$ cat src/rtl/ifetch_prefetch.sv
// ============================================================================
// Module   : ifetch_prefetch
// Purpose  : Instruction-fetch front end. It owns the PC, issues word fetches,
//            buffers in-order responses in a FWFT FIFO, and flushes on redirect.
// Revision : 1.0
// ============================================================================
`default_nettype none

module ifetch_prefetch #(
    parameter logic [31:0] RESET_PC = 32'h0000_0000,
    parameter int          DEPTH    = 4,
    parameter int          CNT_W    = 3
) (
    input  logic        clk,
    input  logic        reset,
    output logic        imem_req_valid,
    input  logic        imem_req_ready,
    output logic [31:0] imem_req_addr,
    input  logic        imem_resp_valid,
    input  logic [31:0] imem_resp_data,
    output logic        inst_valid,
    input  logic        inst_ready,
    output logic [31:0] inst,
    output logic [31:0] inst_pc,
    input  logic        redirect_jump,
    input  logic        redirect_branch,
    input  logic [31:0] redirect_pc,
    input  logic [15:0] imm16,
    input  logic [25:0] addr26
);

    localparam int               c_aw    = $clog2(DEPTH);
    localparam logic [CNT_W-1:0] c_depth = CNT_W'(DEPTH);

    typedef enum logic [0:0] {
        ST_RUN   = 1'b0,
        ST_DRAIN = 1'b1
    } state_t;

    state_t           r_state;
    logic [31:0]      r_fetch_pc;
    logic [31:0]      r_resp_pc;
    logic [CNT_W-1:0] r_count;
    logic [CNT_W-1:0] r_outstanding;
    logic [CNT_W-1:0] r_drop_cnt;
    logic [c_aw-1:0]  r_wptr;
    logic [c_aw-1:0]  r_rptr;
    logic [31:0]      r_mem_data [DEPTH];
    logic [31:0]      r_mem_pc   [DEPTH];

    logic             w_redirect;
    logic [31:0]      w_pc4;
    logic [31:0]      w_br_off;
    logic [31:0]      w_target;
    logic [CNT_W:0]   w_inflight;
    logic             w_req_fire;
    logic             w_drop;
    logic             w_push;
    logic             w_pop;
    logic [CNT_W-1:0] w_drop_load;

    assign w_redirect  = redirect_jump | redirect_branch;
    assign w_pc4       = redirect_pc + 32'd4;
    assign w_br_off    = {{14{imm16[15]}}, imm16, 2'b00};
    assign w_target    = redirect_jump ? {w_pc4[31:28], addr26, 2'b00}
                                       : (w_pc4 + w_br_off);

    // Outstanding requests reserve FIFO space so a response can never overflow it.
    assign w_inflight     = {1'b0, r_count} + {1'b0, r_outstanding};
    assign imem_req_valid = !reset && (w_inflight < {1'b0, c_depth}) && !w_redirect;
    assign imem_req_addr  = r_fetch_pc;
    assign w_req_fire     = imem_req_valid && imem_req_ready;

    assign w_drop      = imem_resp_valid && (r_state == ST_DRAIN);
    assign w_push      = imem_resp_valid && !w_drop;
    assign w_drop_load = r_outstanding - CNT_W'(imem_resp_valid);

    assign inst_valid  = !reset && (r_count != '0);
    assign w_pop       = inst_valid && inst_ready;
    assign inst        = inst_valid ? r_mem_data[r_rptr] : 32'h0;
    assign inst_pc     = inst_valid ? r_mem_pc[r_rptr]   : 32'h0;

    always_ff @(posedge clk) begin
        if (reset) begin
            r_state       <= ST_RUN;
            r_fetch_pc    <= RESET_PC;
            r_resp_pc     <= RESET_PC;
            r_count       <= '0;
            r_outstanding <= '0;
            r_drop_cnt    <= '0;
            r_wptr        <= '0;
            r_rptr        <= '0;
        end else begin
            r_outstanding <= r_outstanding + CNT_W'(w_req_fire) - CNT_W'(imem_resp_valid);
            if (w_redirect) begin
                // Everything still in flight is now stale, including newly stale requests.
                r_fetch_pc <= w_target;
                r_resp_pc  <= w_target;
                r_count    <= '0;
                r_wptr     <= '0;
                r_rptr     <= '0;
                r_drop_cnt <= w_drop_load;
                r_state    <= (w_drop_load != '0) ? ST_DRAIN : ST_RUN;
            end else begin
                if (w_req_fire) begin
                    r_fetch_pc <= r_fetch_pc + 32'd4;
                end
                if (w_drop) begin
                    r_drop_cnt <= r_drop_cnt - CNT_W'(1);
                    if (r_drop_cnt == CNT_W'(1)) begin
                        r_state <= ST_RUN;
                    end
                end
                if (w_push) begin
                    r_wptr    <= r_wptr + c_aw'(1);
                    r_resp_pc <= r_resp_pc + 32'd4;
                end
                if (w_pop) begin
                    r_rptr <= r_rptr + c_aw'(1);
                end
                r_count <= r_count + CNT_W'(w_push) - CNT_W'(w_pop);
            end
        end
    end

    always_ff @(posedge clk) begin
        if (w_push && !w_redirect && !reset) begin
            r_mem_data[r_wptr] <= imem_resp_data;
            r_mem_pc[r_wptr]   <= r_resp_pc;
        end
    end

    always_ff @(posedge clk) begin
        if (!reset) begin
            assert (!(w_push && !w_redirect && (r_count == c_depth)));
            assert (w_inflight <= {1'b0, c_depth});
            assert (r_drop_cnt <= r_outstanding);
        end
    end

endmodule

`default_nettype wire

$ cat config.mk
export PLATFORM = sky130hd
export DESIGN_NAME = ifetch_prefetch
export DESIGN_NICKNAME = d
export VERILOG_FILES = /design/src/rtl/ifetch_prefetch.sv
export SDC_FILE = /design/constraint.sdc
export NUM_CORES = 1
export LEC_CHECK = 0
export BUFFER_PORTS_ARGS = -buffer_cell sky130_fd_sc_hd__buf_2
export CORE_ASPECT_RATIO = 0.7
export CORE_UTILIZATION = 58
export CTS_BUF_LIST = sky130_fd_sc_hd__clkbuf_16
export DETAILED_ROUTE_END_ITERATION = 8
export PLACE_DENSITY = 0.8
export REMOVE_ABC_BUFFERS = 1
export SLEW_MARGIN = 20
export SYNTH_ARGS = -nofsm -noshare
export SYNTH_HDL_FRONTEND = slang
export SYNTH_SLANG_ARGS = --single-unit
$ cat constraint.sdc
create_clock -name clk -period 12 [get_ports clk]
set_input_delay 2.4 -clock clk [delete_from_list [all_inputs] [get_ports clk]]
set_output_delay 2.4 -clock clk [all_outputs]
set_load 0.02 [all_outputs]
## Word level (Yosys, flattened, before mapping)

Memories as Yosys holds them, arrays and structs flattened. A register that Yosys moved wholly into a read port is not among the register bits.
Index checks and enable logic that the tools add are counted.

| cells by class | value |
|---|---|
| $add $sub $neg | 13 |
| multiply operators | 0 |
| div/mod/pow operators | 0 |
| $lt $le $gt $ge | 1 |
| equal/unequal tests | 1 |
| shift-type cells | 0 |
| mux-type cells | 19 |
| bitwise logic cells | 1 |
| reductions and logical operators | 20 |

Operators by type and width:

| operator | number |
|---|---|
| 2-to-1 mux 32 bit | 7 |
| adder 32 x 3 -> 32 bit, second input constant | 3 |
| adder 32 bit | 1 |
| logical AND 1 bit | 9 |
| subtractor 3 x 1 -> 3 bit | 3 |
| 2-to-1 mux 2 bit | 4 |
| nonzero test 2 bit | 4 |
| adder 3 x 1 -> 3 bit | 2 |
| 2-to-1 mux 1 bit | 6 |
| 2-to-1 mux 3 bit | 2 |
| nonzero test 3 bit | 2 |
| adder 2 x 1 -> 2 bit, second input constant | 2 |
| adder 3 x 3 -> 4 bit | 1 |
| < comparator 4 x 3 -> 1 bit, second input constant | 1 |
| == test 3 x 1 -> 1 bit, second input constant | 1 |
| logical NOT 1 bit | 3 |
| subtractor 3 x 1 -> 3 bit, second input constant | 1 |
| AND reduction 2 bit | 1 |
| OR reduction 2 bit | 1 |
| OR 1 bit | 1 |

| word-level totals | value |
|---|---|
| bits in registers | 78 |
| latch bits | 0 |
| RAM bits | 256 |
| memory bits (read-only) | 0 |
| input bits | 113 |
| output and inout port bits | 98 |
| memories kept | 2 |

Memories:

| memory | depth | bits a word | read ports | clocked after memory_dff | wr ports | line | RTL |
|---|---|---|---|---|---|---|---|
| r_mem_data | 4 | 32 | 1 | 1 | 1 | 48 | `logic [31:0] r_mem_data [DEPTH];` |
| r_mem_pc | 4 | 32 | 1 | 1 | 1 | 49 | `logic [31:0] r_mem_pc [DEPTH];` |

## Depth between registers and ports, before layout

| depth | value |
|---|---|
| word-level depth | 7 |
| depth in mapped cells | 18 |
| depth with buffers taken out | 17 |

## Worst setup path after synthesis

Ideal clock, no wire load.

| timing path | value |
|---|---|
| path kind | input to output |
| start | in redirect_jump |
| end | out imem_req_valid |
| arrival time | 3.687 ns |
| required time | 9.600 ns |
| path slack | 5.913 ns |
| stages | 5 |
| path buffers | 2 |
| cells stage by stage | buf_2 or3_4 buf_6 or4_4 a31oi_4 |

| between the ends | value |
|---|---|
| cells in the longest elaborated chain, start to end | 3 |

Ends and longest elaborated chain:

| element | line | RTL |
|---|---|---|
| start: declaration | 25 | `input logic redirect_jump,` |
| OR 1 bit | 62 | `assign w_redirect = redirect_jump \| redirect_branch;` |
| logical NOT 1 bit | 70 | `assign imem_req_valid = !reset && (w_inflight < {1'b0, c_depth}) && !w_redirect;` |
| logical AND 1 bit | 70 |  |
| end: declaration | 16 | `output logic imem_req_valid,` |

Every way passes these cells.

## Final worst setup path

Ends and elaborated chain as after synthesis.

==> summary.txt <==
Vias -> 12.04k
Synthesis Warnings -> 0
Max FO, Critical Path -> 44
Reg area -> 9254 µm²
Cell mode on critical path -> buf_2
R2r setup slk -> 8720 ps
Post-CTS Hold Fix Bufs -> 0
Final Instance Count excl. Fillers -> 1,930
Asr flop ratio synth -> 0%
Hold slack -> 503.9 ps
Post-synthesis register bit count -> 334
Critical Path End Type -> output port
P&R area growth vs syn -> 13.97%
Largest net degree at the start of global routing -> 74
CTS Sinks -> 334
Core Util, Final -> 67.48%
Final setup TNS -> 0 ps
Final min period -> 6574 ps
Delay-heaviest family, CP -> simple AND/OR/NAND/NOR gates
DRC viols -> 0
Die Wd -> 203.7 µm
Share of cells above drive strength 1 -> 22.61%
Period utilization -> 54.78%
Slew Limit Headroom -> 35.16%
Met2 Usage GRT -> 40.49%
Hold Crit Endpoint -> r_wptr[1]
Reg2Reg Depth -> 13
Antenna Nets Post-Route -> 0
Fmax -> 0.1521 GHz
CP Class -> input port to output port
Maximum VDD drop -> 0.1156 mV
Clock transition at path regs -> 60 ps
Post-DP HPWL -> 26,220 µm
MaxCap Viol Count -> 0
Core area -> 27,890 µm²
WP data arrival -> 4170 ps
Largest area contributor in the synthesized netlist -> edfxtp_1
Vias in the first global route -> 11.28k
Antenna violations before repair -> 2
Ports -> 211
Congestion Overflow GR -> 0
Initial DRC count -> 1,215
Critical R2R Launch -> r_outstanding[2]
# rows -> 51
# fillers -> 2,072
WHS Path Cells -> 2
RSZ-0062 raised after global routing -> false
Final setup vio count -> 0
Seq/Total Area, Yosys -> 56.02%
Syn_area_per_cell -> 12.26 µm²
DIE HEIGHT -> 143.2 µm
TritonCTS Buffers -> 30
CP Buf/Inv Count -> 2
CTS H-tree depth -> 1
Critical path depth -> 5
First drt pass iteration count -> 6
Ordered cell list for the critical path -> buf_2, or3_4, or4_4, a31oi_4, buf_2
Met1 Use GR -> 39.99%
Initial core utilization -> 59.21%
Most area-consuming cells after synthesis -> edfxtp_1, dfxtp_1, mux4_2, ha_1, and2_1
Fin. Hold Viols -> 0
Drt total wl -> 38,990 µm
Leak pwr -> 6.913 nW
Resized cells post-CTS -> 0
Worst slew pin tran -> 972.5 ps
Root buffer cell -> clkbuf_16
WL/cell -> 20.20 µm
PD cells -> 133.6 nW/µm²
Syn Inst Count -> 1,347
Most Used Layer, Global Route -> met2
Placed cells -> 1,871
Worst Min Path Start -> r_wptr[1]
CTS tree -> built
Number of flops mapped to enable cells by yosys -> 256
Gp weighted congestion -> 0.9991
Post-synth top area share -> 46.56%
Slowest Stage Delay on Critical Path -> 580 ps
Reg2reg end -> r_outstanding[2]
Worst skew pair latency -> 550 ps
Global-route wire length before repair -> 60,670 µm
DIE AREA -> 29,160 µm²
Multi-input gate area -> 6898 µm²
DR vias/cell -> 6.236
Worst Hold Class -> flop to flop
Top_reg_cell synth -> edfxtp_1
Worst setup SP type -> input port
Post-synthesis cell type count -> 68
Final Max Tran Viols -> 0
Layout Nets -> 1,700
Post-CTS Setup Inserts -> 0
Slowest stage cell on the critical path -> or3_4
Status -> completed
Met3 global-route usage -> 4.108%
Clock skew -> 13.73 ps
GRT Overall Usage -> 26.58%
Max clock buf depth -> 3
Port-buffer cells -> 210
Mapped Area -> 16,510 µm²
Required @ worst endpoint -> 9600 ps
synth_stat cells (3+ instances only):
| cell | n |
|---|---|
| a41o_1 | 3 |
| mux2i_1 | 5 |
| o31ai_1 | 4 |
| a2111oi_0 | 4 |
| nand4_1 | 32 |
| a31oi_1 | 16 |
| buf_6 | 3 |
| a211oi_1 | 33 |
| o22ai_1 | 5 |
| a21boi_0 | 3 |
| and2_1 | 72 |
| nor2b_1 | 5 |
| or2_2 | 4 |
| or3_1 | 9 |
| nand2_1 | 84 |
| fa_1 | 3 |
| dfxtp_1 | 78 |
| buf_1 | 9 |
| o31a_1 | 7 |
| mux4_2 | 64 |
| clkbuf_1 | 49 |
| a21oi_1 | 82 |
| ha_1 | 51 |
| inv_1 | 26 |
| a22oi_1 | 11 |
| o21ai_0 | 50 |
| o211ai_1 | 4 |
| xnor2_1 | 35 |
| a221oi_1 | 3 |
| and3_1 | 22 |
| buf_4 | 4 |
| o21a_1 | 16 |
| xor2_1 | 23 |
| edfxtp_1 | 256 |
| nand2b_1 | 4 |
| nor3_1 | 39 |
| and4_1 | 7 |
| o41ai_1 | 3 |
| nor4_1 | 8 |
| nor2_1 | 98 |
| nand3_1 | 52 |
| o21bai_1 | 6 |
| a21o_1 | 22 |
stage by stage:
step | power, mW | cell area (µm²) | setup WS (ps)
after floorplan | 1.508 | 16220 | 5334
after global placement | 1.602 | 17830 | 5394
after detailed placement | 1.613 | 17830 | 5204
after CTS | 2.526 | 18780 | 5441
after global routing | 2.608 | 18820 | 5343
final | 2.514 | 18820 | 5426
worst register-to-register path: stages (launching register included):
cell and delay, ps:
dfxtp_1 390, ha_1 250, or4_4 550, a31oi_4 160
and2_4 300, inv_2 180, ha_1 320, inv_1 60
ha_1 130, inv_1 50, fa_1 380, xnor2_1 180
xnor2_1 140, nor2_1 60
worst max path at each step:
stage / from / endpoint / slack, ps
floorplan: reset / inst[0] / 5330
global placement: redirect_pc[12] / r_resp_pc[31] / 5390
detailed placement: redirect_pc[15] / r_resp_pc[31] / 5200
CTS: redirect_jump / imem_req_valid / 5440
global route: redirect_jump / imem_req_valid / 5340
finish: redirect_jump / imem_req_valid / 5430
flip-flops by register name (all words and copies together) (netlist names), named ones only:
register / count
imem_req_addr: 31
r_count: 3
r_drop_cnt: 3
r_mem_data: 128
r_mem_pc: 128
r_outstanding: 3
r_resp_pc: 31
r_rptr: 2
r_state: 1
r_wptr: 2
cell type report:
cell class	instances	share of cell area (%)
Tap cell	371	2.467
Multi-Input combinational cell	919	36.66
Clock buffer	31	4.122
Inverter	27	0.5386
Sequential cell	334	49.18
Timing Repair Buffer	221	6.090
Antenna cell	2	0.02660
Clock inverter	25	0.9242
report_power, final:
group | switching, mW | internal [mW]
sequential | 0.0359 | 1.27
combinational | 0.173 | 0.114
clock | 0.408 | 0.511
total | 0.617 | 1.90
cell families after synthesis:
family / synth area share (%)
buf+inv: 2.379
fa+ha+maj: 4.229
compound gates: 11.49
simple gates: 13.78
flops: 56.02
mux: 9.033
xor+xnor: 3.077
layer usage:
metal | wire length, µm | vias up
li1 | - | 5560
met1 | 17320 | 5850
met2 | 17780 | 564
met3 | 3233 | 61
met4 | 664 | 0
met5 | 0 | -
layout by cell type, fill, tap and decap left out, types with 50 or more instances in the layout:
cell,netlist,final
nand2_1,84,84
buf_2,1,210
a21oi_1,82,82
mux4_2,64,64
nand3_1,52,52
nor2_1,98,96
ha_1,51,51
dfxtp_1,78,76
and2_1,72,72
o21ai_0,50,50
edfxtp_1,256,256
Power figures use the tool's default switching activity.
